$ cat config.mk
export PLATFORM = sky130hd
export DESIGN_NAME = baud_gen_frac
export DESIGN_NICKNAME = d
export VERILOG_FILES = /design/src/rtl/baud_gen_frac.sv
export SDC_FILE = /design/constraint.sdc
export NUM_CORES = 1
export LEC_CHECK = 0
export ABC_AREA = 1
export BUFFER_PORTS_ARGS = -buffer_cell sky130_fd_sc_hd__clkbuf_2
export CORE_MARGIN = 2
export CORE_UTILIZATION = 30
export DETAILED_ROUTE_END_ITERATION = 10
export GPL_ROUTABILITY_DRIVEN = 0
export GPL_TIMING_DRIVEN = 0
export SYNTH_ARGS = -nofsm -noshare
export SYNTH_HDL_FRONTEND = slang
export SYNTH_SLANG_ARGS = --single-unit
$ cat constraint.sdc
create_clock -name clk -period 4.3 [get_ports clk]
set_input_delay 0.86 -clock clk [delete_from_list [all_inputs] [get_ports clk]]
set_output_delay 0.86 -clock clk [all_outputs]
set_load 0.01 [all_outputs]
$ cat src/rtl/baud_gen_frac.sv
// rtl/baud_gen_frac.sv - fractional baud tick generator (oversample, mid-bit and end-of-bit ticks)
// A phase accumulator adds BAUD*OS per enabled edge and wraps at FRE, so the average tick rate is exact.
module baud_gen_frac #(
  parameter int FRE   = 40_000_000,
  parameter int BAUD0 = 9600,
  parameter int BAUD1 = 19200,
  parameter int BAUD2 = 57600,
  parameter int BAUD3 = 115200,
  parameter int OS    = 16,
  parameter int ACC_W = $clog2(FRE) + 1
) (
  input  logic       clk,
  input  logic       rst,
  input  logic       en,
  input  logic       resync,
  input  logic [1:0] baud_sel,
  output logic       tick_os,
  output logic       tick_mid,
  output logic       tick_bit,
  output logic [1:0] baud_act
);

  localparam int INC0 = BAUD0 * OS;
  localparam int INC1 = BAUD1 * OS;
  localparam int INC2 = BAUD2 * OS;
  localparam int INC3 = BAUD3 * OS;
  localparam int OS_W = $clog2(OS);

  localparam logic [ACC_W-1:0] FRE_A    = ACC_W'(FRE);
  localparam logic [OS_W-1:0]  OS_MID   = OS_W'(OS / 2 - 1);
  localparam logic [OS_W-1:0]  OS_LAST  = OS_W'(OS - 1);

  generate
    if (FRE < 2 * INC0 || FRE < 2 * INC1 || FRE < 2 * INC2 || FRE < 2 * INC3) begin : g_bad_rate
      $error("baud_gen_frac: FRE must be at least twice every BAUDn*OS");
    end
    if (OS < 4 || (OS % 2) != 0) begin : g_bad_os
      $error("baud_gen_frac: OS must be even and at least 4");
    end
  endgenerate

  logic [ACC_W-1:0] acc;
  logic [ACC_W-1:0] inc_sel;
  logic [ACC_W-1:0] sum;
  logic [OS_W-1:0]  os_cnt;
  logic             wrap;
  logic             os_last;

  always_comb begin
    inc_sel = ACC_W'(INC0);
    case (baud_act)
      2'd0: inc_sel = ACC_W'(INC0);
      2'd1: inc_sel = ACC_W'(INC1);
      2'd2: inc_sel = ACC_W'(INC2);
      2'd3: inc_sel = ACC_W'(INC3);
      default: inc_sel = ACC_W'(INC0);
    endcase
  end

  assign sum     = acc + inc_sel;
  assign wrap    = (sum >= FRE_A);
  assign os_last = (os_cnt == OS_LAST);

  always_ff @(posedge clk) begin
    if (rst) begin
      acc      <= '0;
      os_cnt   <= '0;
      tick_os  <= 1'b0;
      tick_mid <= 1'b0;
      tick_bit <= 1'b0;
      baud_act <= 2'd0;
    end else if (resync) begin
      acc      <= '0;
      os_cnt   <= '0;
      tick_os  <= 1'b0;
      tick_mid <= 1'b0;
      tick_bit <= 1'b0;
      baud_act <= baud_sel;
    end else if (!en) begin
      tick_os  <= 1'b0;
      tick_mid <= 1'b0;
      tick_bit <= 1'b0;
      baud_act <= baud_sel;
    end else begin
      acc      <= wrap ? (sum - FRE_A) : sum;
      tick_os  <= wrap;
      tick_mid <= wrap && (os_cnt == OS_MID);
      tick_bit <= wrap && os_last;
      if (wrap) begin
        os_cnt <= os_last ? '0 : os_cnt + OS_W'(1);
      end
      // Rate switches only on a bit boundary so a bit never mixes two rates.
      if (wrap && os_last) begin
        baud_act <= baud_sel;
      end
    end
  end

endmodule

---- Word-level counts from Yosys, hierarchy flattened ----
Index checks and enable logic that the tools add are counted.
operators by class
  add/subtract/negate cells ............... 3
  order comparisons ....................... 1
  eq/ne operators ......................... 6
  multiplexer cells ....................... 6
  bitwise gates (word level) .............. 1
  reduce and logical (&&, ||, !) cells .... 6
operators with widths
  cell                                                   number
  one-hot mux 27 bit (4 select lines)                    1
  adder 27 bit                                           1
  >= comparator 27 x 26 -> 1 bit, second input constant  1
  two-way mux 27 bit                                     1
  subtractor 27 x 26 -> 27 bit, second input constant    1
  two-way mux 2 bit                                      3
  adder 4 x 1 -> 4 bit, second input constant            1
  equality test 2 bit, second input constant             2
  equality test 4 x 3 -> 1 bit, second input constant    1
  equality test 4 bit, second input constant             1
  two-way mux 4 bit                                      1
  inequality test 3 x 1 -> 1 bit, second input constant  1
  OR reduction 3 bit                                     1
  equality test 2 x 1 -> 1 bit, second input constant    1
  logical AND 1 bit                                      2
  logical NOT 2 bit                                      1
  AND reduction 2 bit                                    1
  OR reduction 2 bit                                     1
  inverter 1 bit                                         1
storage, ports and cells
  register bits after elaboration ......... 36
  output and inout port bits .............. 5
  logic and storage cells ................. 29

---- Logic depth before layout (Yosys ltp) ----
Gate-level depths: netlist (run 1).
  depth in word-level cells ............... 8
  mapped depth ............................ 23
  depth with buffers taken out ............ 22

---- Worst setup path before layout (run 1) ----
No wires, ideal clock.
  path type ............................... register to register
  from .................................... register baud_act[1]
  to ...................................... register acc[23]
  setup time .............................. 109 ps
  arrival ................................. 2795 ps
  slack ................................... 1396 ps
  cell stages (with the launch flop) ...... 20
  period minus slack after synthesis ...... 2904 ps
  cell sequence ........................... dfxtp_1 nor2_1 ha_1 fa_1 nand3_1 nand3_2 xnor2_1 nand3_1 nand2_1 nand2_2 nand2_2 nand2_4 nand2_4 nand2_4 buf_6 buf_12 nand2_2 nand3_2 nand2_1 inv_1
between the ends
  cells in the longest elaborated chain, start to end .. 5
  elaborated cells on any way between the ends .. 9
  those cells by class .................... 2 x add/sub; 1 x order compare; 3 x eq/ne; 2 x mux; 1 x reduce/logical
RTL lines
  item                                                                                   RTL line  RTL
  start: declaration                                                                     20        output logic [1:0] baud_act
  start signal: assignment                                                               78        baud_act <= baud_sel;
  start signal: assignment                                                               83        baud_act <= baud_sel;
  start signal: assignment                                                               94        baud_act <= baud_sel;
  equality test 2 bit (tied with other cells)                                            51        case (baud_act)
  one-hot mux 27 bit (4 select lines) (*)                                                51
  adder 27 bit (*)                                                                       60        assign sum = acc + inc_sel;
  subtractor 27 x 26 -> 27 bit / >= comparator 27 x 26 -> 1 bit (equally long branches)  85, 61
  two-way mux 27 bit (*)                                                                 85        acc <= wrap ? (sum - FRE_A) : sum;
  end signal: assignment                                                                 85
  end: declaration                                                                       42        logic [ACC_W-1:0] acc;
Every way passes the cells marked *; elsewhere a longest branch is shown, timed or not. The select of a mux whose other input is x is not followed.
A chain may end at the register's enable or synchronous reset.

---- Worst setup path after layout (run 1) ----
  from .................................... register baud_act[1]
  to ...................................... register acc[21]
The elaborated chain is that of the path after synthesis.

==> metrics.csv, run 1 <==
metric;value;unit
Slew headroom;65.2;%
synth top area cells;dfxtp_1 (20%), nand2_1 (16%), nand3_1 (8.5%);
DRT iter0 DRCs;111;
CTS tree;yes;
routed wire length;6.46;mm
max-slew violation count;0;
total of warnings raised by yosys;0;
Min Clock Period, post-route;3.47;ns
Final period util;80.7;%
Remaining Overflow, GRT;0;
Area Overhead vs Synth;8.66;%
Initial Util;30.8;%
hold path cells;2;
Max H-tree Level;1;
Worst Hold Class;reg2reg;
final hold slack;0.504;ns
Die Wd;98.1;µm
final setup vio count;0;
TritonRoute pass-1 iters;4;
Peak supply drop;0.153;mV
status;complete, no violations;
FP Rows;34;
Cell variety after synth;36;
power density over the cells;229;mW/mm²
height of the die;98.1;µm
Hold Violations, Final;0;
R2R cell count;19;
Post-DP HPWL;5.16;mm
Synth Instances;417;
register bit total from synthesis;27;
Max Root-Sink Buffers;2;
DRC;0;
layout net count;451;
syn_nets;436;
CTS root buf;clkbuf_8;
WP data arrival;3.65;ns
Post-CTS Resized;0;
Post-synth EDFFs;0;
WP data required;4.48;ns
Setup Skew;0.00795;ns
Max Cap Violations;0;
leakage;1.44;nW
multi-input logic area;0.00180;mm²
Setup Fix Bufs, Post-CTS;0;
Antenna diodes;0;
# fillers;921;
vias in the first global route;2463;
Netlist Area Pre-Place;0.00266;mm²
drt via density;4.66;
syn_area_per_cell;6.37;µm²
wire per inst;12.0;µm
setup TNS;0;ns
Antenna Nets Post-Route;0;
Max Freq;288;MHz
Total GRT Usage;13.7;%
cts hold-fix bufs;0;
Post-synth top cells;nand2_1 (112), inv_1 (52), nor2_1 (46);
antenna violations before repair;0;
# IOs;11;
Seq/Total Area, Yosys;20.3;%
RSZ-0062 raised after global routing;no;
worst slew pin tran;0.519;ns
Worst setup SP type;flip-flop;
most common cell in the netlist;nand2_1;
Main synth FF type;dfxtp_1;
Vias;2513;
I/O Buffers;10;
Num CTS Buffers;3;
total area of sequential cells;541;µm²
Core Box Area;0.00864;mm²
Skew-Pair Late Insertion Delay;0.28;ns
top cell type's share of synthesized area;20.3;%
layout cells sized above 1;18.1;%
area leader, netlist;dfxtp_1;
clk sinks;27;
clock-pin slew on the worst setup and hold paths;0.10;ns
pin count of the biggest net entering global routing;15;
Worst setup EP type;flip-flop;
die area;0.00963;mm²
first-pass GRT wire length;10.9;mm
Post-synth ARST share;0;%
kind of critical path;reg2reg;
crit-path max FO;10;
[registers in the layout, indices dropped and copies added, names as in the netlist]
register  cells
os_cnt        4
acc          18
tick_os       1
baud_act      2
tick_bit      1
tick_mid      1
[cells in the final DEF, fill, tap and decap left out, types with 2 or more instances in the layout]
cell / n
inv_2: 3
xor2_1: 6
nand2_1: 112
ha_1: 12
inv_1: 52
xnor2_1: 9
o21ai_0: 6
nand3b_1: 5
clkbuf_2: 10
nand3_2: 13
nor2_4: 3
or2_2: 2
nand2_2: 20
nand3_1: 45
nand4_1: 5
dfxtp_1: 27
clkbuf_1: 2
buf_6: 2
a21oi_1: 16
nor2_2: 7
clkbuf_8: 6
dlygate4sd3_1: 2
nor3_1: 3
nor2_1: 46
nand2_4: 5
[power breakdown]
part	total, W	internal, W	switching, W
combinational	0.000244	0.0000916	0.000152
sequential	0.000268	0.000259	0.00000907
clock	0.000150	0.0000666	0.0000836
[stage by stage]
| stage | cells | cell area (µm²) | util [%] | power (W) | setup slack (ns) |
|---|---|---|---|---|---|
| after detailed placement | 535 | 2840 | 32.9 | 0.000515 | 0.833 |
| after floorplan | 417 | 2660 | - | 0.000469 | 1.40 |
| after global placement | 535 | 2840 | 32.9 | 0.000511 | 0.898 |
| after global routing | 539 | 2890 | 33.4 | 0.000707 | 0.532 |
| after CTS | 539 | 2890 | 33.4 | 0.000668 | 0.799 |
| final | 539 | 2890 | 33.4 | 0.000662 | 0.831 |
[final timing paths]
kind | start | end | slack (ns)
setup reg to reg | baud_act[1] | acc[21] | 0.83
setup / recovery | baud_act[1] | acc[21] | 0.83
hold / removal | os_cnt[3] | os_cnt[3] | 0.50
hold reg to reg | os_cnt[3] | os_cnt[3] | 0.50
[routing by layer]
metal	vias to the layer above	part of all wire (%)	wire [µm]	track usage (%)
met5	-	0	0	0
met2	51	48	3070	24.7
met1	1109	47	3040	17.2
met3	9	3.8	246	1.50
met4	0	1.6	102	4.06
li1	1344	-	-	-
[logic make-up (layout without fill, tap and decap cells)]
group	Yosys count	count (layout)	synth area share, %
buf+inv	65	79	12.1
fa+ha+maj	13	13	6.40
compound gates	27	27	5.56
xor+xnor	16	16	5.56
simple gates	269	269	50.0
flops	27	27	20.3
[layout make-up]
class	instances	share of cell area (%)
inverters	55	7.15
well taps	108	4.68
clock buffers	4	1.56
flip-flops and latches	27	18.7
plain buffers	10	3.99
repair buffers	10	1.73
multi-input cells	325	62.2
[critical path, cell delays in order (launching register included)]
cell     delay, ns
dfxtp_1       0.50
nor2_1        0.13
ha_1          0.25
fa_1          0.48
nand3_1       0.14
nand3_2       0.12
xnor2_1       0.46
nand3_1       0.20
nand2_1       0.14
nand2_2       0.08
nand2_2       0.10
nand2_4       0.06
nand2_4       0.11
nand2_4       0.06
buf_6         0.17
buf_12        0.15
nand2_2       0.06
nand3_2       0.05
nand2_1       0.06
inv_1         0.04
Power figures use the tool's default switching activity.
==> inputs of run 2 (changes only) <==
--- a/config.mk
+++ b/config.mk
@@ -5,7 +5,7 @@
 export SDC_FILE = /design/constraint.sdc
 export NUM_CORES = 1
 export LEC_CHECK = 0
-export ABC_AREA = 1
+export ABC_AREA = 0
 export BUFFER_PORTS_ARGS = -buffer_cell sky130_fd_sc_hd__clkbuf_2
 export CORE_MARGIN = 2
 export CORE_UTILIZATION = 30
==> constraint.sdc (replaced) <==
create_clock -name clk -period 3.5 [get_ports clk]
set_input_delay 0.7 -clock clk [delete_from_list [all_inputs] [get_ports clk]]
set_output_delay 0.7 -clock clk [all_outputs]
set_load 0.01 [all_outputs]
==> metrics.csv, run 2 <==
metric;value;unit;change
first-pass GRT wire length;11.4;mm;+4.9%
power density over the cells;255;mW/mm²;+11%
RSZ-0062 raised after global routing;yes;;
Worst Hold Class;reg2reg;;
CTS root buf;clkbuf_8;;
Die Wd;93.6;µm;-4.6%
syn_nets;334;;-23%
Placed Instances;427;;-20%
# fillers;819;;-11%
DRC;0;;unchanged
Hold Violations, Final;0;;unchanged
Max Freq;281;MHz;-2.4%
Hold Startpoint;os_cnt[3];;
post-route cell area;0.00310;mm²;+7.4%
register bit total from synthesis;27;;unchanged
most common cell in the netlist;o21ai_0;;
pin count of the biggest net entering global routing;16;;+1
layout net count;372;;-18%
total of warnings raised by yosys;0;;unchanged
kind of critical path;reg2reg;;
Remaining Overflow, GRT;0;;unchanged
area leader, netlist;dfxtp_1;;
Max Cap Violations;0;;unchanged
layout cells sized above 1;30.1;%;+12 points
hold endpoint;tick_mid;;
syn_area_per_cell;7.65;µm²;+20%
final setup vio count;6;;+6
Finished Layout Cells;454;;-16%
Core Box Area;0.00777;mm²;-10%
commonest cells after routing, fill and taps aside;nand2_1 (25), o21ai_0 (25), dfxtp_1 (25), nor2_1 (22);;
routed wire length;7.50;mm;+16%
vias in the first global route;2340;;-5.0%
height of the die;93.6;µm;-4.6%
DRT iter0 DRCs;206;;+86%
worst reg2reg setup slack;-0.05;ns;-0.89 ns
synth top area cells;dfxtp_1 (22%), ha_1 (6.2%), o21ai_0 (6.2%);;
max-slew violation count;0;;unchanged
Final period util;102;%;+21 points
Initial Util;31.0;%;+0.23 points
wire per inst;16.5;µm;+38%
Antenna Nets Post-Route;0;;unchanged
die area;0.00876;mm²;-9.0%
Seq/Total Area, Yosys;22.4;%;+2.1 points
Main synth FF type;dfxtp_1;;
crit-path max FO;6;;-4
status;finished with violations;;
CP top delay family;compound AO/OA/AOI/OAI gates;;
max reg flops;18;;unchanged
hold path cells;1;;-1
leakage;1.11;nW;-23%
Pwr Total;0.000792;W;+20%
R2R cell count;14;;-5
Max Root-Sink Buffers;2;;unchanged
failing checks;setup timing;;
Total GRT Usage;16.1;%;+2.3 points
Buf/Inv on CP;2;;-1
Cell variety after synth;62;;+72%
crit-path cells;or2_4 > inv_4 > ha_4 > fa_2 > a211oi_4 > nor3_4 > or3_4 > a2111o_1 > a21oi_4 > buf_4 > a211o_4 > a21oi_2 > or3b_1 > a21oi_2;;
# IOs;11;;unchanged
Largest Register;acc;;
top cell type's share of synthesized area;22.4;%;+2.1 points
clk sinks;27;;unchanged
top flop regs;acc (18), os_cnt (4), baud_act (2);;
CP peak stage delay;0.50;ns;about the same
Min Clock Period, post-route;3.55;ns;+0.0856 ns
Area Overhead vs Synth;28.7;%;
Num CTS Buffers;3;;unchanged
dpl cell area;0.00259;mm²;-9.0%
Antenna diodes;0;;unchanged
WP data arrival;3.78;ns;+0.13 ns
TritonRoute pass-1 iters;5;;+1
Worst setup EP type;flip-flop;;
I/O Buffers;10;;unchanged
Synth Instances;315;;-24%
Post-synth EDFFs;0;;unchanged
CTS tree;yes;;
worst slew pin tran;0.613;ns;+0.0940 ns
Max H-tree Level;1;;unchanged
clock-pin slew on the worst setup and hold paths;0.10;ns;about the same
antenna violations before repair;0;;unchanged
Post-DP HPWL;5.13;mm;-0.52%
Netlist Area Pre-Place;0.00241;mm²;-9.4%
drt via density;5.69;;+22%
Slew headroom;59.2;%;-6.0 points
Vias;2585;;+2.9%
FP Rows;32;;-5.9%
Post-synth ARST share;0;%;unchanged
Post-synth top cells;o21ai_0 (30), a21oi_1 (28), dfxtp_1 (27);;
setup ws final;-0.0549;ns;-0.886 ns
Setup Skew;0.00392;ns;-0.00403 ns
R2R Path Start;baud_act[1];;
slowest cell on the critical path;a2111o_1;;
Skew-Pair Late Insertion Delay;0.28;ns;about the same
WP data required;3.72;ns;-0.76 ns
worst flop-to-flop path endpoint;baud_act[1];;
most numerous cell on the critical path;a21oi_2;;
Worst setup SP type;flip-flop;;
Peak supply drop;0.230;mV;+50%
## run 2: logic make-up (layout without fill, tap and decap cells)
kind of cell / after synthesis / after routing / synth area share, %
AO/OA/AOI/OAI: 121 / 121 / 34.7
XOR/XNOR: 14 / 14 / 5.09
adder cells (fa/ha/maj): 13 / 13 / 7.06
buffers and inverters: 27 / 64 / 4.99
flip-flops: 27 / 27 / 22.4
multiplexers: 6 / 6 / 2.49
AND/OR/NAND/NOR: 107 / 107 / 23.3
## run 2: worst max-delay path by stage
stage | from | to | slack [ns] | cells after the start
4_1_cts | baud_act[1] | acc[24] | -0.02 | 13
5_1_grt | baud_act[1] | os_cnt[1] | -0.16 | 14
3_3_place_gp | baud_act[1] | acc[24] | -0.42 | 12
3_5_place_dp | baud_act[1] | os_cnt[1] | -0.45 | 14
2_1_floorplan | baud_act[1] | os_cnt[1] | 0.02 | 14
6_report | baud_act[1] | baud_act[1] | -0.05 | 14
## run 2: routing by layer
metal	vias to the layer above	wire [µm]	GRT usage, %
met5	-	0	0
met4	0	115	4.11
met3	10	374	1.13
met2	88	3590	27.3
met1	1233	3420	22.0
li1	1254	-	-
## run 2: final cells by class
cell class | instances | area, µm² | share of cell area (%)
tap | 102 | 128 | 4.12
sequential | 27 | 548 | 17.7
timing repair buffer | 33 | 240 | 7.75
buffer | 14 | 80.1 | 2.58
clock buffer | 3 | 41.3 | 1.33
inverter | 13 | 51.3 | 1.65
clock inverter | 1 | 5.00 | 0.161
multi-input combinational | 261 | 2010 | 64.7
## run 2: power breakdown
group          internal (W)  switching, W  total [W]  leakage, nW
clock network     0.0000801      0.000110   0.000190       0.0255
logic              0.000113      0.000166   0.000279        0.869
registers          0.000315    0.00000738   0.000322        0.220
## run 2: stage by stage
stage	setup slack (ns)	utilization (%)	setup TNS, ns	hold WS [ns]
after global routing	-0.156	39.9	-1.92	0.502
after floorplan	0.0176	-	0	0.426
after CTS	-0.0183	36.1	-0.0459	0.471
final	-0.0549	39.9	-0.139	0.471
after global placement	-0.416	33.3	-7.15	0.448
after detailed placement	-0.445	33.3	-7.42	0.454
## run 2: what timing repair did
item | CTS | global route
endpoints found under the setup margin | 26 | 23
buffers inserted | 8 | 13
pin swaps | 8 | 24
hold buffers | 0 | 0
cloned | 0 | 2
gates resized for setup | 24 | 45
==> inputs of run 3 (changes only) <==
--- a/config.mk
+++ b/config.mk
@@ -7,11 +7,14 @@
 export LEC_CHECK = 0
 export ABC_AREA = 0
 export BUFFER_PORTS_ARGS = -buffer_cell sky130_fd_sc_hd__clkbuf_2
+export CELL_PAD_IN_SITES_DETAIL_PLACEMENT = 0
+export CELL_PAD_IN_SITES_GLOBAL_PLACEMENT = 1
 export CORE_MARGIN = 2
 export CORE_UTILIZATION = 30
 export DETAILED_ROUTE_END_ITERATION = 10
 export GPL_ROUTABILITY_DRIVEN = 0
 export GPL_TIMING_DRIVEN = 0
+export PLACE_DENSITY_LB_ADDON = 0.1
 export SYNTH_ARGS = -nofsm -noshare
 export SYNTH_HDL_FRONTEND = slang
 export SYNTH_SLANG_ARGS = --single-unit
==> metrics.csv, run 3 (synthesis results as in run 2) <==
metric;value;unit;change
CTS root buf;clkbuf_8;;
Post-Route M1 WL;3.97;mm;+16%
worst reg2reg setup slack;-0.0009;ns;+0.05 ns
Finished Layout Cells;458;;+0.88%
Skew-Pair Late Insertion Delay;0.28;ns;about the same
layout net count;376;;+1.1%
R2R cell count;15;;+1
Num CTS Buffers;3;;unchanged
Core Box Area;0.00777;mm²;unchanged
drt via density;5.48;;-3.8%
Post-DP HPWL;5.55;mm;+8.2%
R2R Path Start;baud_act[1];;
kind of critical path;reg2reg;;
Peak supply drop;0.141;mV;-39%
antenna violations before repair;0;;unchanged
hold endpoint;os_cnt[0];;
max-slew violation count;0;;unchanged
Area Overhead vs Synth;30.2;%;
DR top layer;met4;;
multi-input logic area;0.00200;mm²;-0.25%
routed wire length;7.97;mm;+6.2%
Antenna Nets Post-Route;0;;unchanged
Hold Startpoint;os_cnt[0];;
worst flop-to-flop path endpoint;acc[26];;
top flop regs;acc (18), os_cnt (4), baud_act (2);;
DRC;0;;unchanged
layout cells sized above 1;30.6;%;+0.50 points
Setup Skew;0.00319;ns;-0.000732 ns
Final period util;100;%;-1.5 points
Max H-tree Level;1;;unchanged
crit-path cells;or2_4 > inv_4 > ha_4 > fa_2 > a211oi_4 > nor3_4 > or3_4 > a2111o_1 > a21oi_4 > buf_4 > buf_4 > nand2_1 > o21ai_0 > nand2_1 > a311oi_1;;
RSZ-0062 raised after global routing;yes;;
die area;0.00876;mm²;unchanged
cts hold-fix bufs;0;;unchanged
max reg flops;18;;unchanged
Remaining Overflow, GRT;0;;unchanged
final setup vio count;1;;-5
Min Clock Period, post-route;3.50;ns;-0.0540 ns
slowest cell on the critical path;a2111o_1;;
leakage;1.13;nW;+1.7%
launch point of the worst path;baud_act[1];;
Max Root-Sink Buffers;2;;unchanged
CTS tree;yes;;
Max Freq;286;MHz;+1.5%
WP data arrival;3.69;ns;-0.09 ns
pin count of the biggest net entering global routing;15;;-1
Placed Instances;427;;unchanged
# IOs;11;;unchanged
clock-pin slew on the worst setup and hold paths;0.10;ns;about the same
Initial Util;31.0;%;unchanged
hold path cells;2;;+1
Pwr Total;0.000789;W;-0.34%
FP Rows;32;;unchanged
setup ws final;-0.000907;ns;+0.0540 ns
CP peak stage delay;0.50;ns;about the same
Antenna diodes;0;;unchanged
first-pass GRT wire length;12.8;mm;+12%
crit-path max FO;4;;-2
Vias;2508;;-3.0%
total area of sequential cells;546;µm²;-0.46%
height of the die;93.6;µm;unchanged
Hold Violations, Final;0;;unchanged
wire per inst;17.4;µm;+5.3%
worst slew pin tran;0.624;ns;+0.0118 ns
vias in the first global route;2350;;+0.43%
Slew headroom;58.4;%;-0.78 points
final hold slack;0.488;ns;+0.0168 ns
Worst setup EP type;flip-flop;;
Max Cap Violations;0;;unchanged
TritonRoute pass-1 iters;4;;-1
Total GRT Usage;18.6;%;+2.6 points
status;finished with violations;;
failing checks;setup timing;;
Worst Hold Class;reg2reg;;
routed length on met3;214;µm;-43%
met2 wire length;3.71;mm;+3.3%
WP data required;3.69;ns;-0.03 ns
power density over the cells;252;mW/mm²;-1.5%
Largest Register;acc;;
Worst setup SP type;flip-flop;;
setup TNS;-0.000907;ns;+0.138 ns
Die Wd;93.6;µm;unchanged
I/O Buffers;10;;unchanged
# fillers;837;;+2.2%
commonest cells after routing, fill and taps aside;nand2_1 (25), dfxtp_1 (25), o21ai_0 (22), buf_4 (22);;
clk sinks;27;;unchanged
DRT iter0 DRCs;117;;-43%
-- run 3: report_power, final --
part | internal (W) | switching [W]
registers | 0.000315 | 0.00000674
clock network | 0.0000818 | 0.000105
logic | 0.000112 | 0.000168
-- run 3: how the worst max path moves through the flow --
| stage | to | cells past startpoint |
|---|---|---|
| CTS | acc[19] | 14 |
| global placement | acc[24] | 12 |
| floorplan | os_cnt[1] | 14 |
| finish | acc[26] | 15 |
| global route | acc[23] | 13 |
| detailed placement | os_cnt[1] | 14 |
-- run 3: final cells by class --
class / count / share of cell area [%]
sequential: 27 / 17.4
tap: 102 / 4.07
timing repair buffer: 37 / 8.94
clock buffer: 4 / 1.44
inverter: 13 / 1.64
multi-input combinational: 261 / 63.8
buffer: 14 / 2.67
-- run 3: worst max-delay path: cells and delay by family (launching register included) --
kind                     cells  cell delay, ns
flip-flops                   1            0.36
AND/OR/NAND/NOR              5            0.71
adder cells (fa/ha/maj)      2            0.54
buffers and inverters        3            0.29
AO/OA/AOI/OAI                5            1.50
-- run 3: stage by stage --
step,utilization (%),cell area (µm²),worst slack (ns)
2_1_floorplan,-,2410,0.0176
6_report,40.4,3140,-0.000907
4_1_cts,36.9,2860,0.000625
3_5_place_dp,33.3,2590,-0.520
5_1_grt,40.4,3140,-0.170
3_3_place_gp,33.3,2590,-0.587
-- run 3: per-layer routing --
| layer | GRT usage (%) | vias up |
|---|---|---|
| met3 | 1.29 | 6 |
| li1 | - | 1268 |
| met2 | 30.0 | 44 |
| met5 | 0 | - |
| met4 | 3.86 | 0 |
| met1 | 27.3 | 1190 |
-- run 3: repair_timing --
action,CTS,global route
setup endpoints to repair,27,26
buffers inserted,13,13
resized for setup,31,44
pin swaps,10,32
gates cloned,1,0
